## src/rtl/lcv_div_iter_del_if.sv

```systemverilog
// Handshake bundle for the iterative divider: operand channel in, result channel out.
// The master side issues operands and accepts results; the slave side is the divider.
interface lcv_div_iter_del_if #(
  parameter int WIDTH = 32
);
  logic             inp_valid;
  logic             inp_ready;
  logic [WIDTH-1:0] inp_a;
  logic [WIDTH-1:0] inp_b;
  logic             inp_signed;
  logic             outp_valid;
  logic             outp_ready;
  logic [WIDTH-1:0] outp_quot;
  logic [WIDTH-1:0] outp_rem;
  logic             outp_div_zero;

  modport master (
    output inp_valid, inp_a, inp_b, inp_signed, outp_ready,
    input  inp_ready, outp_valid, outp_quot, outp_rem, outp_div_zero
  );

  modport slave (
    input  inp_valid, inp_a, inp_b, inp_signed, outp_ready,
    output inp_ready, outp_valid, outp_quot, outp_rem, outp_div_zero
  );
endinterface

```

## src/rtl/lcv_div_iter_del.sv

```systemverilog
// Iterative radix-2 restoring divider, one quotient bit per clock.
// Signed operands are reduced to magnitudes up front and the signs are
// reapplied in a single fix-up cycle, so the core loop is purely unsigned.
// Quotient truncates toward zero; remainder follows the dividend's sign.
module lcv_div_iter_del #(
  parameter int WIDTH = 32
) (
  input logic              clk,
  input logic              rst,
  lcv_div_iter_del_if.slave bus
);
  localparam int CNT_W = $clog2(WIDTH);

  typedef enum logic [1:0] {IDLE, RUN, FIX, DONE} state_t;

  state_t           state_reg;
  logic [CNT_W-1:0] cnt_reg;
  logic [WIDTH-1:0] dvd_reg;      // dividend magnitude, shifted out MSB first
  logic [WIDTH-1:0] dvs_reg;      // divisor magnitude
  logic [WIDTH-1:0] quot_reg;     // quotient magnitude, built LSB-in
  logic [WIDTH-1:0] rem_reg;      // partial remainder; always < divisor so WIDTH bits hold it
  logic [WIDTH-1:0] a_orig_reg;   // raw dividend, returned as remainder on divide-by-zero
  logic             neg_q_reg;
  logic             neg_r_reg;
  logic             zero_reg;

  logic             inp_ready_reg;
  logic             outp_valid_reg;
  logic [WIDTH-1:0] outp_quot_reg;
  logic [WIDTH-1:0] outp_rem_reg;
  logic             outp_div_zero_reg;

  logic [WIDTH-1:0] a_mag;
  logic [WIDTH-1:0] b_mag;
  logic [WIDTH:0]   rem_t;        // one extra bit so the trial compare never overflows
  logic             rem_ge;

  // Operand magnitudes and the trial-subtract compare for the current step
  always_comb begin
    a_mag = bus.inp_a;
    b_mag = bus.inp_b;
    if (bus.inp_signed && bus.inp_a[WIDTH-1]) a_mag = -bus.inp_a;
    if (bus.inp_signed && bus.inp_b[WIDTH-1]) b_mag = -bus.inp_b;
    rem_t  = {rem_reg, dvd_reg[WIDTH-1]};
    rem_ge = (rem_t >= {1'b0, dvs_reg});
  end

  // Control FSM with datapath and registered outputs
  always_ff @(posedge clk or negedge rst) begin
    if (!rst) begin
      state_reg         <= IDLE;
      cnt_reg           <= '0;
      dvd_reg           <= '0;
      dvs_reg           <= '0;
      quot_reg          <= '0;
      rem_reg           <= '0;
      a_orig_reg        <= '0;
      neg_q_reg         <= 1'b0;
      neg_r_reg         <= 1'b0;
      zero_reg          <= 1'b0;
      inp_ready_reg     <= 1'b0;
      outp_valid_reg    <= 1'b0;
      outp_quot_reg     <= '0;
      outp_rem_reg      <= '0;
      outp_div_zero_reg <= 1'b0;
    end else begin
      case (state_reg)
        IDLE: begin
          inp_ready_reg <= 1'b1;
          if (bus.inp_valid && inp_ready_reg) begin
            dvd_reg       <= a_mag;
            dvs_reg       <= b_mag;
            a_orig_reg    <= bus.inp_a;
            neg_q_reg     <= bus.inp_signed & (bus.inp_a[WIDTH-1] ^ bus.inp_b[WIDTH-1]);
            neg_r_reg     <= bus.inp_signed & bus.inp_a[WIDTH-1];
            zero_reg      <= (bus.inp_b == '0);
            rem_reg       <= '0;
            quot_reg      <= '0;
            cnt_reg       <= CNT_W'(WIDTH - 1);
            inp_ready_reg <= 1'b0;
            state_reg     <= RUN;
          end
        end
        RUN: begin
          dvd_reg  <= {dvd_reg[WIDTH-2:0], 1'b0};
          quot_reg <= {quot_reg[WIDTH-2:0], rem_ge};
          // Difference is below the divisor, so dropping the top bit is exact
          rem_reg  <= rem_ge ? (rem_t[WIDTH-1:0] - dvs_reg) : rem_t[WIDTH-1:0];
          if (cnt_reg == '0) begin
            state_reg <= FIX;
          end else begin
            cnt_reg <= cnt_reg - 1'b1;
          end
        end
        FIX: begin
          if (zero_reg) begin
            outp_quot_reg <= '1;
            outp_rem_reg  <= a_orig_reg;
          end else begin
            outp_quot_reg <= neg_q_reg ? -quot_reg : quot_reg;
            outp_rem_reg  <= neg_r_reg ? -rem_reg : rem_reg;
          end
          outp_div_zero_reg <= zero_reg;
          outp_valid_reg    <= 1'b1;
          state_reg         <= DONE;
        end
        DONE: begin
          if (bus.outp_ready) begin
            outp_valid_reg <= 1'b0;
            inp_ready_reg  <= 1'b1;
            state_reg      <= IDLE;
          end
        end
        default: begin
          state_reg <= IDLE;
        end
      endcase
    end
  end

  assign bus.inp_ready     = inp_ready_reg;
  assign bus.outp_valid    = outp_valid_reg;
  assign bus.outp_quot     = outp_quot_reg;
  assign bus.outp_rem      = outp_rem_reg;
  assign bus.outp_div_zero = outp_div_zero_reg;
endmodule
```

## src/flat_wrapper.sv

```systemverilog
// flat-port wrapper written by rule: the top's interface ports become plain ports
module lcv_div_iter_del_flat 
#(
  parameter int WIDTH = 32
)
  (clk, rst, bus_inp_valid, bus_inp_a, bus_inp_b, bus_inp_signed, bus_outp_ready, bus_inp_ready, bus_outp_valid, bus_outp_quot, bus_outp_rem, bus_outp_div_zero);
  lcv_div_iter_del_if #(.WIDTH(WIDTH)) bus_i ();
  input logic clk;
  input logic rst;
  input wire logic [$bits(bus_i.inp_valid)-1:0] bus_inp_valid;
  input wire logic [$bits(bus_i.inp_a)-1:0] bus_inp_a;
  input wire logic [$bits(bus_i.inp_b)-1:0] bus_inp_b;
  input wire logic [$bits(bus_i.inp_signed)-1:0] bus_inp_signed;
  input wire logic [$bits(bus_i.outp_ready)-1:0] bus_outp_ready;
  output wire logic [$bits(bus_i.inp_ready)-1:0] bus_inp_ready;
  output wire logic [$bits(bus_i.outp_valid)-1:0] bus_outp_valid;
  output wire logic [$bits(bus_i.outp_quot)-1:0] bus_outp_quot;
  output wire logic [$bits(bus_i.outp_rem)-1:0] bus_outp_rem;
  output wire logic [$bits(bus_i.outp_div_zero)-1:0] bus_outp_div_zero;
  assign bus_i.inp_valid = bus_inp_valid;
  assign bus_i.inp_a = bus_inp_a;
  assign bus_i.inp_b = bus_inp_b;
  assign bus_i.inp_signed = bus_inp_signed;
  assign bus_i.outp_ready = bus_outp_ready;
  assign bus_inp_ready = bus_i.inp_ready;
  assign bus_outp_valid = bus_i.outp_valid;
  assign bus_outp_quot = bus_i.outp_quot;
  assign bus_outp_rem = bus_i.outp_rem;
  assign bus_outp_div_zero = bus_i.outp_div_zero;
  lcv_div_iter_del #(.WIDTH(WIDTH)) u_core (.clk(clk), .rst(rst), .bus(bus_i));
endmodule
```

## config.mk

```make
export PLATFORM = sky130hd
export DESIGN_NAME = lcv_div_iter_del_flat
export DESIGN_NICKNAME = d
export VERILOG_FILES = /design/src/rtl/lcv_div_iter_del_if.sv /design/src/rtl/lcv_div_iter_del.sv /design/src/flat_wrapper.sv
export SDC_FILE = /design/constraint.sdc
export NUM_CORES = 1
export LEC_CHECK = 0
export ABC_AREA = 1
export CAP_MARGIN = 5
export CORE_ASPECT_RATIO = 1.4
export CORE_MARGIN = 3
export CORE_UTILIZATION = 50
export CTS_CLUSTER_SIZE = 14
export DETAILED_ROUTE_END_ITERATION = 16
export PLACE_DENSITY = 0.82
export SYNTH_ARGS = -nofsm -noshare
export SYNTH_HDL_FRONTEND = slang
export SYNTH_SLANG_ARGS = --single-unit
```

## constraint.sdc

```tcl
create_clock -name clk -period 4.26 [get_ports clk]
set_input_delay 0.852 -clock clk [delete_from_list [all_inputs] [get_ports clk]]
set_output_delay 0.852 -clock clk [all_outputs]
set_load 0.005 [all_outputs]
```

==> results.sh <==
export IMPL_synth_top_area_share_pct=37.79
export IMPL_cp_common_cell="nand2_1"
export IMPL_hold_viol=0
export IMPL_coreArea_um2=30900
export IMPL_gp_congestion=0.9863
export IMPL_rsz0062_at_grt="no"
export IMPL_std_cell_rows=76
export IMPL_cp_slowest_stage_delay_ns=0.49
export IMPL_synth_edf_count=0
export IMPL_crit_required_ns=4.72
export IMPL_startpoint_type="flop"
export IMPL_synth_nets=2444
export IMPL_fmax_mhz=336.5
export IMPL_dr_first_iter_drc_count=1379
export IMPL_vdd_drop_max_v=0.0009186
export IMPL_slew_headroom_pct=43.04
export IMPL_p_per_area_nw_per_um2=695.7
export IMPL_cap_violations=0
export IMPL_layout_commonest_cell="nand2_1"
export IMPL_routed_wl_um=50180
export IMPL_area_delta_synth_final_pct=16.63
export IMPL_via_per_inst=5.641
export IMPL_drt_first_pass_iters=8
export IMPL_fin_nets=2541
export IMPL_synth_top_cell_by_area="dfrtp_1"
export IMPL_cts_buffers=25
export IMPL_chipHeight_um=215.6
export IMPL_drc_errors=0
export IMPL_ff2ff_setup_slack_ns=1.29
export IMPL_setup_viol=0
export IMPL_vias=16000
export IMPL_critPathSlowestCell="dfrtp_1"
export IMPL_post_dp_hpwl_um=37830
export IMPL_syn_area_um2=15690
export IMPL_cts_sinks=237
export IMPL_critPathArrivalTime_ns=3.44
export IMPL_grt_pass1_vias=15140
export IMPL_min_path_type="in -> async"
export IMPL_netlist_top_cells_area="dfrtp_1 38%, nand2_1 17%, nand3_1 8.6%"
export IMPL_cts_setup_buffers=0
export IMPL_postRouteAntennaNets=0
export IMPL_path_clk_slew_ns=0.07
export IMPL_wl_per_cell_um=17.69
export IMPL_crit_type="reg -> reg"
export IMPL_worstPathMaxFanout=33
export IMPL_grt_start_max_net_pins=96
export IMPL_power_leakage_nw=9.463
export IMPL_synth_seq_cells=237
export IMPL_syn_avg_cell_area_um2=6.730
export IMPL_fin_util_pct=59.23
export IMPL_fin_crit_ns=2.972
export IMPL_fin_crit_sh_pct=69.77
export IMPL_postSynthCellCount=2332
export IMPL_fillers=2832
export IMPL_grt_ovfl_total=0
export IMPL_grt_pass1_wl_um=79100
export IMPL_tightestPinTransition_ns=0.8531
export IMPL_cts_buffer_depth=3
export IMPL_ys_warn_count=0
export IMPL_cts_htree_levels=1
export IMPL_clock_skew_ns=0.01528
export IMPL_fin_tns_setup_ns=0
export IMPL_synth_cell_type_count=49
export IMPL_final_max_slew_viol_count=0
export IMPL_drive_gt1_share_pct=4.293
export IMPL_final_cell_mix="702 x nand2_1, 303 x inv_1, 270 x nand3_1"
export IMPL_hold_buffers=0
export IMPL_seq_area_frac_synth_pct=37.79
export IMPL_critPathCaptureType="flop"
export IMPL_cts_root_buf="clkbuf_16"
export IMPL_grt_use_total_pct=29.20
export IMPL_io_pin_count=136
export IMPL_clkLatencyLatePin_ns=0.53
export IMPL_cts_repair_resized=0
export IMPL_cts_tree="built"
export IMPL_path_cells="ha_1 -> nand2_1 -> nor2_1 -> nand3_1 -> nor2_1 -> nand2_1 -> nand2_1 -> a21oi_4 -> buf_4 -> nand2_4 -> nand2_2 -> nand2_1 -> nand2_1 -> nand2_1"
export IMPL_synthArstFlopShare_pct=100.0
export IMPL_status="complete, no violations"
export IMPL_antenna_found_initial=0
export IMPL_port_buffers=135
export IMPL_die_area_um2=33580
export IMPL_antenna_cells=0
export IMPL_die_w_um=155.7
export IMPL_initial_core_util_pct=50.78
export IMPL_yosys_most_used_dff="dfrtp_1"
worst paths after layout:
| kind | start | to | cells past startpoint |
|---|---|---|---|
| max in group asynchronous | rst | u_core.dvs_reg[9] | 2 |
| worst min-delay path | rst | u_core.bus.outp_quot[19] | 1 |
| min in group clk | u_core.a_orig_reg[7] | u_core.a_orig_reg[7] | 2 |
| worst min register to register | u_core.a_orig_reg[7] | u_core.a_orig_reg[7] | 2 |
| worst max register to register | u_core.rem_reg[26] | u_core.rem_reg[30] | 14 |
| worst max-delay path | u_core.rem_reg[26] | u_core.rem_reg[30] | 14 |
logic make-up after synthesis:
group           synth area share, %
buf+inv                       9.750
simple gates                  34.31
xor+xnor                      2.846
compound gates                11.83
flops                         37.79
fa+ha+maj                     3.476
power by group:
group | leakage, nW | switching (mW) | internal, mW
Clock | 0.462 | 0.930 | 1.60
Sequential | 3.05 | 0.548 | 3.05
Combinational | 5.95 | 4.36 | 2.25
routing by layer:
metal	track usage (%)	vias up	part of all wire [%]
met3	2.487	177	5.6
met4	16.11	0	6.5
li1	-	7721	-
met1	36.26	7433	38
met5	0	-	0
met2	49.94	667	50
Yosys cell counts (5+ instances only):
cell	instances
o211ai_1	16
clkbuf_1	64
nand2_1	702
dfrtp_1	237
ha_1	42
nor4_1	8
xnor2_1	16
nand4_1	23
nor2_2	9
or2_2	8
buf_1	6
nor3_1	28
o21bai_1	8
o21ai_0	159
a31oi_1	9
nand3b_1	5
xor2_1	35
buf_2	11
inv_1	304
nand3_1	270
a21oi_1	69
o22ai_1	42
nor2_1	201
inv_2	8
worst max-delay path, delay by kind of cell (launching register included):
family	cells	cell delay (ns)
flops	1	0.49
simple gates	11	1.65
compound gates	1	0.06
fa+ha+maj	1	0.45
buf+inv	1	0.22
metrics by stage:
stage / hold slack (ns) / instance area, um2 / setup slack (ns) / power (mW) / instances
after detailed placement: 0.4593 / 17350 / 0.8566 / 10.07 / 2792
after CTS: 0.3616 / 18300 / 1.346 / 12.66 / 2836
final: 0.3060 / 18300 / 1.288 / 12.73 / 2836
after global routing: 0.3765 / 18300 / 1.065 / 13.62 / 2836
after floorplan: 0.4427 / 15690 / 2.011 / 7.802 / 2332
after global placement: 0.4556 / 17350 / 0.9432 / 9.917 / 2792
area by class of cell:
| class | instances | area, um2 | area share, % |
|---|---|---|---|
| clock buffers | 30 | 664.4 | 3.630 |
| clock inverters | 14 | 287.8 | 1.572 |
| inverters | 314 | 1179 | 6.439 |
| multi-input cells | 1697 | 8243 | 45.03 |
| flip-flops and latches | 237 | 5931 | 32.40 |
| well taps | 390 | 488.0 | 2.666 |
| repair buffers | 154 | 1511 | 8.258 |
(Power assumes the default switching activity.)
